$ cat config.mk
export PLATFORM = sky130hd
export DESIGN_NAME = coax_tx_ctrl
export DESIGN_NICKNAME = d
export VERILOG_FILES = /design/src/rtl/coax_pkg.sv /design/src/rtl/coax_fifo.sv /design/src/rtl/coax_tx_ctrl.sv
export SDC_FILE = /design/constraint.sdc
export NUM_CORES = 1
export LEC_CHECK = 0
export BUFFER_PORTS_ARGS = -buffer_cell sky130_fd_sc_hd__buf_2
export CAP_MARGIN = 20
export CORE_MARGIN = 2
export CORE_UTILIZATION = 55
export DETAILED_ROUTE_END_ITERATION = 10
export PLACE_DENSITY = 0.79
export SETUP_SLACK_MARGIN = 0.1
export SYNTH_ARGS = -nofsm -noshare
export SYNTH_HDL_FRONTEND = slang
export SYNTH_SLANG_ARGS = --single-unit
export TNS_END_PERCENT = 100
$ cat constraint.sdc
create_clock -name clk -period 4 [get_ports clk]
set_input_delay 0.4 -clock clk [delete_from_list [all_inputs] [get_ports clk]]
set_output_delay 0.4 -clock clk [all_outputs]
set_load 0.01 [all_outputs]
$ cat src/rtl/coax_pkg.sv
// coax_pkg: shared word width and transmit controller state encoding
package coax_pkg;
  localparam int COAX_WORD_BITS = 10;
  typedef enum logic [2:0] {
    ST_IDLE,
    ST_START,
    ST_DATA,
    ST_DRAIN,
    ST_GAP
  } tx_state_e;
endpackage

$ cat src/rtl/coax_fifo.sv
// coax_fifo: synchronous FIFO with first-word-fall-through head, occupancy and overflow pulse
// Ports: wr_en_i/wr_data_i push; rd_en_i pops head rd_data_o; full_o, level_o occupancy;
//        overflow_o pulses the cycle after a write was dropped because the FIFO was full.
module coax_fifo #(
  parameter int WIDTH = 10,
  parameter int DEPTH = 32
) (
  input  logic                     clk,
  input  logic                     reset,
  input  logic                     wr_en_i,
  input  logic [WIDTH-1:0]         wr_data_i,
  input  logic                     rd_en_i,
  output logic [WIDTH-1:0]         rd_data_o,
  output logic                     full_o,
  output logic                     overflow_o,
  output logic [$clog2(DEPTH):0]   level_o
);
  localparam int AW = $clog2(DEPTH);
  localparam int LW = AW + 1;
  logic [WIDTH-1:0] mem_q [DEPTH];
  logic [AW-1:0] wr_ptr_q, rd_ptr_q;
  logic [LW-1:0] level_q, level_d;
  logic overflow_q, overflow_d;
  logic push, pop;
  assign pop = rd_en_i && (level_q != '0);
  // a pop in the same cycle frees the slot, so a write on a full FIFO is still accepted
  assign push = wr_en_i && (!full_o || pop);
  assign full_o = level_q == LW'(DEPTH);
  assign level_d = level_q + LW'(push) - LW'(pop);
  assign overflow_d = wr_en_i && !push;
  assign rd_data_o = mem_q[rd_ptr_q];
  assign level_o = level_q;
  assign overflow_o = overflow_q;
  always_ff @(posedge clk) begin
    if (reset) begin
      wr_ptr_q <= '0;
      rd_ptr_q <= '0;
      level_q <= '0;
      overflow_q <= 1'b0;
    end else begin
      wr_ptr_q <= wr_ptr_q + AW'(push);
      rd_ptr_q <= rd_ptr_q + AW'(pop);
      level_q <= level_d;
      overflow_q <= overflow_d;
    end
  end
  always_ff @(posedge clk) begin
    if (push) mem_q[wr_ptr_q] <= wr_data_i;
  end
endmodule

$ cat src/rtl/coax_tx_ctrl.sv
// coax_tx_ctrl: buffers host words and sequences one frame at a time through the coax transmitter
// Ports: wr_data/wr_strobe host write (full, overflow, level); go/go_error/busy frame control;
//        tx_start/tx_data/tx_valid/tx_ack/tx_active handshake with the bit-level transmitter.
module coax_tx_ctrl
  import coax_pkg::*;
#(
  parameter int DEPTH      = 32,
  parameter int GAP_CLOCKS = 64
) (
  input  logic                      clk,
  input  logic                      reset,
  input  logic [COAX_WORD_BITS-1:0] wr_data,
  input  logic                      wr_strobe,
  output logic                      full,
  output logic                      overflow,
  input  logic                      go,
  output logic                      go_error,
  output logic                      busy,
  output logic [$clog2(DEPTH):0]    level,
  output logic                      tx_start,
  output logic [COAX_WORD_BITS-1:0] tx_data,
  output logic                      tx_valid,
  input  logic                      tx_ack,
  input  logic                      tx_active
);
  localparam int LW = $clog2(DEPTH) + 1;
  localparam int GW = $clog2(GAP_CLOCKS + 1);
  tx_state_e state_q, state_d;
  logic [LW-1:0] frame_len_q, frame_len_d;
  logic [GW-1:0] gap_q, gap_d;
  logic armed_q, armed_d;
  logic go_error_q, go_error_d;
  logic pop;
  logic [COAX_WORD_BITS-1:0] head;
  coax_fifo #(
    .WIDTH(COAX_WORD_BITS),
    .DEPTH(DEPTH)
  ) u_fifo (
    .clk       (clk),
    .reset     (reset),
    .wr_en_i   (wr_strobe),
    .wr_data_i (wr_data),
    .rd_en_i   (pop),
    .rd_data_o (head),
    .full_o    (full),
    .overflow_o(overflow),
    .level_o   (level)
  );
  always_comb begin
    state_d = state_q;
    frame_len_d = frame_len_q;
    gap_d = gap_q;
    armed_d = 1'b0;
    pop = 1'b0;
    go_error_d = go && (state_q != ST_IDLE || level == '0);
    case (state_q)
      ST_IDLE: begin
        if (go && level != '0) begin
          frame_len_d = level;
          state_d = ST_START;
        end
      end
      ST_START: state_d = ST_DATA;
      ST_DATA: begin
        if (tx_ack) begin
          pop = 1'b1;
          frame_len_d = frame_len_q - LW'(1);
          if (frame_len_q == LW'(1)) state_d = ST_DRAIN;
        end
      end
      ST_DRAIN: begin
        // tx_active is ignored in the entry cycle: the transmitter may not have reacted to the last ack yet
        armed_d = 1'b1;
        if (armed_q && !tx_active) begin
          gap_d = GW'(GAP_CLOCKS);
          state_d = ST_GAP;
        end
      end
      ST_GAP: begin
        gap_d = gap_q - GW'(1);
        if (gap_q == GW'(1)) state_d = ST_IDLE;
      end
      default: state_d = ST_IDLE;
    endcase
  end
  always_ff @(posedge clk) begin
    if (reset) begin
      state_q <= ST_IDLE;
      frame_len_q <= '0;
      gap_q <= '0;
      armed_q <= 1'b0;
      go_error_q <= 1'b0;
    end else begin
      state_q <= state_d;
      frame_len_q <= frame_len_d;
      gap_q <= gap_d;
      armed_q <= armed_d;
      go_error_q <= go_error_d;
    end
  end
  assign busy = state_q != ST_IDLE;
  assign tx_start = state_q == ST_START;
  assign tx_valid = state_q == ST_DATA;
  assign tx_data = tx_valid ? head : '0;
  assign go_error = go_error_q;
endmodule

==> impl_metrics.yaml <==
status:
  status: "finished, final reports clean"
critical_path:
  path_cells: "buf_4 -> mux4_2 -> o22ai_1 -> a2111oi_1 -> buf_2"
  crit_slowest_cell: "a2111oi_1"
  required_ns: 3.60
  worstSetupStartpointType: "register"
  critPathMaxStageDelay_ns: 0.84
  cp.arrival_ns: 3.26
  cp-end-kind: "output port"
  crit_type: "register to output port"
  cp_max_fo: 47
clock_network:
  cts.sinks: 355
  post_cts_buffers: 0
  hold_buffers: 0
  clk-insertion-delay-late_ns: 0.52
  tritoncts: "done"
  cts_buffer_depth: 3
  clockRootBuffer: "clkbuf_16"
  ctsResizeCount: 0
  path_clk_slew_ns: 0.06
  numCtsBuffers: 35
  cts.htree.levels: 2
timing:
  finalHoldViolations: 0
  fin_skew_ns: 0.0285
  worst_slew_pin_slew_ns: 0.890
  final.period_utilization: 0.916
  setup_violations: 0
  max_slew_margin: 0.405
  hold_ws_ns: 0.187
  rsz0062_at_grt: "false"
  max_freq_mhz: 273
  min_period_ns: 3.66
  tns_ns: 0
  final_max_slew_viol_count: 0
floorplanning:
  rows: 59
  dieHeight_um: 165
  design.core.area_um2: 25800
  die-width_um: 165
  dieArea_um2: 27300
  io_pins: 38
  initial_core_util: 0.554
yosys:
  synth_fp_nets: 787
  synth_area_leaders: "edfxtp_1 (67%), mux4_2 (14%), dfxtp_1 (4.9%), ha_1 (1.5%), nor2_1 (1.4%)"
  synth_ff_type: "edfxtp_1"
  synth.avg_cell_area_um2: 19.0
  synth_top_area_cell: "edfxtp_1"
  yosysUniqueCellTypes: 62
  ys_seq_elements: 355
  synth_edf_count: 320
  synthArstFlopShare: 0
  syn-instance-count: 753
  synth_top_area_frac: 0.671
  synth-seq-area-share: 0.720
  synthesis.area_um2: 14300
  yosysWarnings: 0
power_and_ir_drop:
  p_leak_nw: 5.08
  clkPwrFrac: 0.374
  power.internal_w: 0.00640
  ir_drop_v: 0.000368
  powerDensity_nw_per_um2: 522
  finalPower_w: 0.00833
  power_frac_seq: 0.509
  p_sw_w: 0.00193
  pwr-share-comb: 0.117
  switching_share: 0.232
routing:
  drt_iter0_drc: 770
  route.detailed.drc: 0
  vias: 7278
  routedWlPerCell_um: 24.9
  ant_nets: 0
  drt_pass1_iterations: 5
  vias_per_cell: 6.21
  wl_mm: 29.2
layout:
  antenna_cells: 0
  drive_gt1_frac: 0.259
  fin_util: 0.618
  nNetsFinal: 846
  syn_to_final_growth_pct: 11.4
  nFillCells: 1774
job:
  cap_viol_max_count: 0
placement:
  gp_congestion: 0.812
  io_buffers: 37
  dpl.hpwl_mm: 17.8
global_route:
  grt_usage: 0.221
  grt_overflow: 0
  grt_pass1_wl_mm: 43.7
  grt_pass1_vias: 7027
  antenna_found_initial: 0
  grt_start_max_net_pins: 48
min_path:
  hp-class: "primary input to register"
## logic make-up after synthesis
logic type | Yosys count | share of synthesized area
compound gates | 72 | 0.0359
xor+xnor | 9 | 0.00550
fa+ha+maj | 18 | 0.0162
buf+inv | 68 | 0.0256
flops | 355 | 0.720
mux | 93 | 0.143
simple gates | 138 | 0.0539
## placed cells by master, fill, tap and decap left out, types with 5 or more instances in the layout
| cell | n |
|---|---|
| a2111oi_1 | 6 |
| a211oi_1 | 10 |
| a21oi_1 | 10 |
| a31oi_1 | 5 |
| buf_2 | 37 |
| buf_4 | 25 |
| clkbuf_1 | 14 |
| clkbuf_16 | 36 |
| clkinv_1 | 5 |
| dfxtp_1 | 33 |
| edfxtp_1 | 320 |
| ha_1 | 17 |
| inv_1 | 27 |
| mux4_2 | 89 |
| nand2_1 | 5 |
| nand3_1 | 8 |
| nor2_1 | 54 |
| nor2b_1 | 16 |
| nor3_1 | 8 |
| nor3b_1 | 6 |
| o21a_1 | 5 |
| o21ai_0 | 6 |
| o22ai_1 | 10 |
| or2_2 | 5 |
| xor2_1 | 5 |
## metrics by stage
| stage | std cells | instance area [um^2] | worst slack [ns] |
|---|---|---|---|
| 2_1_floorplan | 753 | 14300 | 1.41 |
| 3_3_place_gp | 1110 | 14900 | 1.04 |
| 3_5_place_dp | 1110 | 14900 | 0.939 |
| 4_1_cts | 1172 | 16000 | 0.415 |
| 5_1_grt | 1172 | 16000 | 0.181 |
| 6_report | 1172 | 16000 | 0.338 |
## metal layers
layer / share of wire / up-vias / global-route usage
li1: - / 3161 / -
met5: 0 / - / 0
met3: 0.083 / 56 / 0.0507
met4: 0.034 / 0 / 0.0784
met2: 0.45 / 326 / 0.325
met1: 0.43 / 3735 / 0.328
## registers in the layout, indices dropped and copies added (netlist names)
name,cells
gap_q,7
u_fifo.rd_ptr_q,5
state_q,3
go_error,1
u_fifo.wr_ptr_q,5
u_fifo.mem_q,320
u_fifo.level_o,6
u_fifo.overflow_o,1
armed_q,1
frame_len_q,6
## final cells by class
type,count,area (um^2),share of cell area
clock inverters,11,114,0.00714
multi-input cells,330,3640,0.228
repair buffers,63,393,0.0246
inverters,27,101,0.00635
clock buffers,51,967,0.0606
flip-flops and latches,355,10300,0.647
well taps,335,419,0.0263
## worst max-delay path: cells and delay by family, from the launching register on
family                 cells  cell delay (ns)
muxes                      1             0.25
AOI/OAI and AO/OA          2             0.96
buffers and inverters      2             0.68
DFF                        1             0.80
## cell usage after synthesis (5+ instances only)
library cell    n
a21oi_1        10
buf_2           9
edfxtp_1      320
or2_2           5
o21a_1          5
nand3_1         8
nor2_1         54
nor2b_1        16
o22ai_1        10
nand2_1         5
buf_4           8
ha_1           17
inv_1          27
mux4_2         89
xor2_1          5
a31oi_1         5
nor3b_1         6
clkbuf_1       12
o21ai_0         6
a211oi_1       10
dfxtp_1        35
a2111oi_1       6
nor3_1          8
## final timing paths
check | from | end | slack [ns] | depth (start not counted)
min reg2reg | gap_q[5] | gap_q[5] | 0.50 | 2
max reg2reg | u_fifo.level_o[2] | u_fifo.mem_q[9][3] | 0.87 | 6
min | go | go_error | 0.19 | 2
max | u_fifo.rd_ptr_q[1] | tx_data[4] | 0.34 | 5
## power by group through the flow
stage | sequential, W | clock [W] | combinational (W)
finish | 0.00424 | 0.00312 | 0.000971
global route | 0.00426 | 0.00330 | 0.00107
CTS | 0.00424 | 0.00317 | 0.000978
detailed placement | 0.00432 | 0 | 0.000972
global placement | 0.00432 | 0 | 0.000959
floorplan | 0.00429 | 0 | 0.000702
(Power assumes the default switching activity.)
